File: src/rtl/instr_fetch.sv
// Instruction fetch stage: owns the PC, fetches words over req/rvalid and
// buffers each word for decode behind a valid/ready handshake.
//
// state | meaning
// IDLE  | just out of reset, no request issued yet
// REQ   | imem_req high, waiting for the response at pc
// HOLD  | instruction buffered, instr_valid high until accepted or redirected
// FLUSH | response still owed for a squashed request, discard it when it lands
module instr_fetch #(
    parameter logic [31:0] RESET_PC = 32'h0000_0000
) (
    input  logic        clk,
    input  logic        reset,
    output logic        imem_req,
    output logic [31:0] imem_addr,
    input  logic        imem_rvalid,
    input  logic [31:0] imem_rdata,
    output logic        instr_valid,
    input  logic        instr_ready,
    output logic [31:0] instrCode,
    output logic [31:0] instr_pc,
    input  logic        redirect_valid,
    input  logic [31:0] redirect_pc
);

    localparam logic [1:0] IDLE  = 2'd0;
    localparam logic [1:0] REQ   = 2'd1;
    localparam logic [1:0] HOLD  = 2'd2;
    localparam logic [1:0] FLUSH = 2'd3;

    logic [1:0]  state;
    logic [31:0] pc;
    logic [31:0] redirect_aligned;

    assign redirect_aligned = redirect_pc & ~32'd3;

    assign imem_addr   = pc;
    assign imem_req    = (state == REQ);
    assign instr_valid = (state == HOLD);

    always_ff @(posedge clk) begin
        if (reset) begin
            state     <= IDLE;
            pc        <= RESET_PC;
            instrCode <= 32'h0;
            instr_pc  <= 32'h0;
        end else begin
            case (state)
                IDLE: begin
                    state <= REQ;
                    if (redirect_valid)
                        pc <= redirect_aligned;
                end
                REQ: begin
                    if (imem_rvalid && !redirect_valid) begin
                        instrCode <= imem_rdata;
                        instr_pc  <= pc;
                        pc        <= pc + 32'd4;
                        state     <= HOLD;
                    end else if (imem_rvalid && redirect_valid) begin
                        pc    <= redirect_aligned;
                        state <= REQ;
                    end else if (redirect_valid) begin
                        // the squashed request's response is still in flight
                        pc    <= redirect_aligned;
                        state <= FLUSH;
                    end
                end
                FLUSH: begin
                    if (redirect_valid)
                        pc <= redirect_aligned;
                    if (imem_rvalid)
                        state <= REQ;
                end
                HOLD: begin
                    if (redirect_valid) begin
                        pc    <= redirect_aligned;
                        state <= REQ;
                    end else if (instr_ready) begin
                        state <= REQ;
                    end
                end
                default: state <= IDLE;
            endcase
        end
    end

endmodule

File: config.mk
export PLATFORM = sky130hd
export DESIGN_NAME = instr_fetch
export DESIGN_NICKNAME = d
export VERILOG_FILES = /design/src/rtl/instr_fetch.sv
export SDC_FILE = /design/constraint.sdc
export NUM_CORES = 1
export LEC_CHECK = 0
export CAP_MARGIN = 20
export CORE_ASPECT_RATIO = 1.5
export CORE_MARGIN = 5
export CORE_UTILIZATION = 47
export CTS_CLUSTER_SIZE = 10
export DETAILED_ROUTE_END_ITERATION = 10
export PLACE_DENSITY = 0.89
export SLEW_MARGIN = 20
export SYNTH_ARGS = -nofsm -noshare
export SYNTH_HDL_FRONTEND = slang
export SYNTH_SLANG_ARGS = --single-unit
File: constraint.sdc
create_clock -name clk -period 3.6 [get_ports clk]
set_input_delay 0.54 -clock clk [delete_from_list [all_inputs] [get_ports clk]]
set_output_delay 0.54 -clock clk [all_outputs]
set_load 0.05 [all_outputs]
Yosys cells after proc, flatten, opt, wreduce, memory -nomap -nowiden
Index checks and enable logic that the tools add are counted.
{"block": "word_totals", "word_cells": 29, "register_bits": 98, "output_inout_bits": 98}
{"block": "op_classes", "n_reduce_logical": 7, "muxes": 11, "addsub": 1, "n_eq_ne": 6}
{"op": "$mux W32", "n": 3}
{"op": "$pmux W32 S2", "n": 1}
{"op": "$add A32 B3 Y32 const B", "n": 1}
{"op": "$mux W2", "n": 6}
{"op": "$pmux W2 S4", "n": 1}
{"op": "$eq A2 B2 Y1 const B", "n": 2}
{"op": "$ne A4 B1 Y1 const B", "n": 1}
{"op": "$ne A3 B1 Y1 const B", "n": 1}
{"op": "$reduce_and A3 Y1", "n": 1}
{"op": "$reduce_or A3 Y1", "n": 1}
{"op": "$eq A2 B1 Y1 const B", "n": 1}
{"op": "$logic_and A1 B1 Y1", "n": 2}
{"op": "$logic_not A2 Y1", "n": 1}
{"op": "$ne A2 B2 Y1 const B", "n": 1}
{"op": "$reduce_and A2 Y1", "n": 1}
{"op": "$logic_not A1 Y1", "n": 1}

Logic depth before layout (Yosys ltp)
{"block": "logic_depth", "word_depth": 4, "depth_mapped": 7, "ltp_nobuf": 6}

Worst setup path after synthesis
Ideal clock, no wire load.
{"block": "synth_path", "path_kind": "register to register", "startpoint": "reg pc[2] (netlist: imem_addr[2])", "endpoint": "reg pc[20] (netlist: imem_addr[20])", "arrival_ns": 1.986, "stages_incl_launch_ff": 7, "slack_ns": 1.482, "period_less_slack_ns": 2.118, "required_time_ns": 3.467, "cell_sequence": "dfxtp_1 ha_1 and4_1 nand3_1 or4_1 nand3_1 a31oi_1"}
{"block": "synth_via", "elab_chain_cells": 3}
{"element": "start: declaration", "line_no": "32", "text": "logic [31:0] pc;"}
{"element": "start signal: assignment", "line_no": "52", "text": "pc <= redirect_aligned;"}
{"element": "start signal: assignment", "line_no": "58", "text": "pc <= pc + 32'd4;"}
{"element": "start signal: assignment", "line_no": "61", "text": "pc <= redirect_aligned;"}
{"element": "$add A32 B3 Y32", "line_no": "58"}
{"element": "$mux W32", "line_no": "55", "text": "if (imem_rvalid && !redirect_valid) begin"}
{"element": "$pmux W32 S2", "line_no": "48", "text": "case (state)"}
Every way passes these cells.
A chain may end at the register's enable or synchronous reset.

Final worst setup path
{"block": "layout_path", "startpoint": "reg state[0]", "endpoint": "out imem_req"}
{"block": "layout_via", "elab_chain_cells": 1}
{"element": "start: declaration", "line_no": "31", "text": "logic [1:0] state;"}
{"element": "start signal: assignment", "line_no": "43", "text": "state <= IDLE;"}
{"element": "start signal: assignment", "line_no": "50", "text": "state <= REQ;"}
{"element": "start signal: assignment", "line_no": "59", "text": "state <= HOLD;"}
{"element": "$eq A2 B1 Y1", "line_no": "38", "text": "assign imem_req = (state == REQ);"}
{"element": "end: declaration", "line_no": "14", "text": "output logic imem_req,"}
Every way passes these cells.

==> flow_metrics.py <==
metrics = {
    "finish": {
        "area_delta_synth_final_pct": 47.7,
        "nNetsFinal": 751,
        "regArea_um2": 1960,
        "drive_gt1_share_pct": 4.66,
        "fillers": 655,
        "stdcell_count": 796,
        "multiInputGateArea_um2": 2080,
        "num_antenna_cells": 0,
    },
    "sta": {
        "hold_viol": 0,
        "post-route-min-period_ps": 2470,
        "maxSlewHeadroom_pct": 55.2,
        "setup_viol": 0,
        "fmax_ghz": 0.406,
        "setup-tns-final_ps": 0,
        "tightest_slew_ps": 673,
        "fin_skew_ps": 6.61,
        "fin_hold_ws_ps": 453,
        "report.final.slew_viol_count": 0,
        "period_share_pct": 68.5,
        "rsz0062_at_grt": "false",
    },
    "global_routing": {
        "grt_start_max_net_pins": 59,
        "gr-usage-all-layers_pct": 24.4,
        "antenna_found_initial": 0,
        "grt.overflow.total": 0,
        "grt_pass1_wl_um": 21500,
        "grt_most_used_layer": "met2",
        "globalRouteMet2Util_pct": 43.1,
        "first_global_vias": 4510,
        "met1_usage_pct": 26.3,
        "grt_use_met3_pct": 4.41,
    },
    "synthesis": {
        "synthCells": 538,
        "ys_ff_latch": 98,
        "syn-cell-area_um2": 4180,
        "syn_nets": 608,
        "ys_warn_count": 0,
        "synthArstFlopShare_pct": 0,
        "syn_avg_cell_area_um2": 7.77,
        "synth_edf_count": 0,
        "synth_top_area_share_pct": 46.9,
        "ys_seq_area_share_pct": 46.9,
        "synth_ff_type": "dfxtp_1",
        "synth_area_leaders": "dfxtp_1 47%, nand2_1 13%, a21oi_1 10%",
        "yosys.cell_types.count": 45,
        "synth_top_cell_by_area": "dfxtp_1",
        "yosysMostFrequentCell": "nand2_1",
        "synthTopCellsByCount": "146 x nand2_1, 98 x dfxtp_1, 87 x a21oi_1",
    },
    "pwr": {
        "p_per_area_nw_per_um2": 405,
        "pwr-share-comb_pct": 17.3,
        "swShare_pct": 28.7,
        "seq_power_share_pct": 47.0,
        "switchingPower_uw": 718,
        "clkPwrFrac_pct": 35.7,
        "p_leak_uw": 0.00212,
        "total_power_uw": 2500,
        "peakVddDrop_mv": 0.291,
        "p_int_uw": 1790,
    },
    "drt": {
        "drt_pass1_iterations": 5,
        "antenna_left": 0,
        "wirelength_um": 13300,
        "viasPerCell": 5.69,
        "num_vias": 4532,
        "drc": 0,
        "wl_per_cell_um": 16.7,
        "drt_iter0_markers": 283,
    },
    "status": {
        "outcome": "finished clean",
    },
    "worst_setup_path": {
        "max_stage_delay_ps": 850,
        "worstSetupStartpointType": "register",
        "r2r_setup_slack_ps": 1440,
        "worstPathArrival_ps": 1930,
        "critPathSlowestCell": "clkdlybuf4s50_1",
        "path_cells": "nor2b_1 > clkdlybuf4s50_1",
        "end_kind": "output port",
        "critPathMaxFanout": 8,
        "crit_required_ps": 3060,
        "crit_type": "reg -> out",
    },
    "floorplan": {
        "core_um2": 8780,
        "pin_count": 167,
        "initial_utilization_pct": 47.6,
        "chipHeight_um": 126,
        "die_x_um": 87.0,
        "die_area_um2": 10900,
        "rows": 42,
    },
    "flow_run": {
        "maxCapViolCount": 0,
    },
    "clock_tree": {
        "cts_max_path_buffers": 2,
        "cts_tree": "built",
        "clkLatencyLatePin_ps": 340,
        "clk_pin_slew_ps": 70,
        "postCtsSetupRepairBufs": 0,
        "cts_made_buffers": 9,
        "cts_hold_buf": 0,
        "clock_sinks": 98,
        "postCtsResizedCells": 0,
        "htreeDepth": 3,
        "cts_root_buf": "clkbuf_16",
    },
    "placement": {
        "dp_hpwl_um": 9570,
        "place_congestion": 0.829,
        "dp_cells": 780,
        "io_buffer_count": 164,
    },
    "hold_path": {
        "hold_path.class": "reg -> reg",
    },
}
flip-flops by register name, indices dropped and copies added (netlist names):
register,count
imem_addr,32
instrCode,32
instr_pc,32
state,2
layer usage:
layer / up-vias / part of all wire (%)
met3: 39 / 7.0
met2: 196 / 53
met4: 0 / 4.0
met5: - / 0
li1: 2161 / -
met1: 2136 / 36
critical path, delay by kind of cell, from the launching register on:
kind                   cells  cell delay [ps]
and+or+nand+nor            1              240
DFF                        1              500
buffers and inverters      1              850
power groups by stage:
stage | Combinational (µW) | Sequential (µW) | Clock, µW
final | 433 | 1180 | 894
after CTS | 434 | 1180 | 905
after detailed placement | 432 | 1200 | 0
after global routing | 458 | 1180 | 953
after global placement | 423 | 1200 | 0
after floorplan | 123 | 1310 | 0
per-stage QoR:
step                      instance area [µm²]  utilization, %  setup slack (ps)
after floorplan                          4180               -              1480
after global placement                   5900            67.3               907
after detailed placement                 5900            67.3               823
after CTS                                6180            70.4              1140
after global routing                     6180            70.4              1010
final                                    6180            70.4              1130
cell type report:
class                           count  share of cell area, %
Tap cell                          110                   2.23
Sequential cell                    98                   31.8
Inverter                            3                  0.182
Clock inverter                      4                  0.446
Clock buffer                       12                   3.99
Multi-Input combinational cell    397                   33.7
Timing Repair Buffer              172                   27.7
logic make-up after synthesis:
| family | after synthesis | synth area share, % |
|---|---|---|
| xor gates and xnor gates | 9 | 1.89 |
| adders and majority gates | 1 | 0.299 |
| muxes | 5 | 1.26 |
| and+or+nand+nor | 249 | 27.8 |
| AOI/OAI and AO/OA | 133 | 17.8 |
| buffers and inverters | 43 | 4.04 |
| DFF | 98 | 46.9 |
final timing paths:
| check | start | endpoint | cells after the start |
|---|---|---|---|
| worst max register to register | imem_addr[2]$_SDFF_PP0_ | imem_addr[16]$_SDFF_PP0_ | 6 |
| worst max-delay path | state[0]$_SDFFE_PP0P_ | imem_req | 2 |
| worst min-delay path | instrCode[9]$_SDFFE_PP0P_ | instrCode[9]$_SDFFE_PP0P_ | 2 |
| worst min register to register | instrCode[9]$_SDFFE_PP0P_ | instrCode[9]$_SDFFE_PP0P_ | 2 |
cells in the final DEF (no fill, tap or decap), drive strengths merged, types with 2 or more instances in the layout:
| cell | netlist | routed |
|---|---|---|
| a211oi | 7 | 7 |
| a21oi | 87 | 87 |
| a221o | 2 | 2 |
| a221oi | 2 | 2 |
| a31oi | 6 | 6 |
| a32oi | 2 | 2 |
| and2 | 5 | 5 |
| and3 | 15 | 15 |
| and4 | 4 | 4 |
| buf | 6 | 9 |
| clkbuf | 34 | 12 |
| clkdlybuf4s50 | 0 | 163 |
| clkinvlp | 0 | 3 |
| dfxtp | 98 | 98 |
| inv | 3 | 3 |
| mux2 | 2 | 2 |
| mux2i | 3 | 3 |
| nand2 | 146 | 146 |
| nand3 | 17 | 17 |
| nand4 | 14 | 14 |
| nor2 | 21 | 21 |
| nor2b | 4 | 4 |
| nor3 | 7 | 7 |
| nor3b | 3 | 3 |
| nor4 | 4 | 4 |
| o21ai | 16 | 16 |
| o22ai | 4 | 4 |
| or3 | 5 | 5 |
| xor2 | 9 | 9 |
Note: power is estimated with default switching activity, not from simulation.
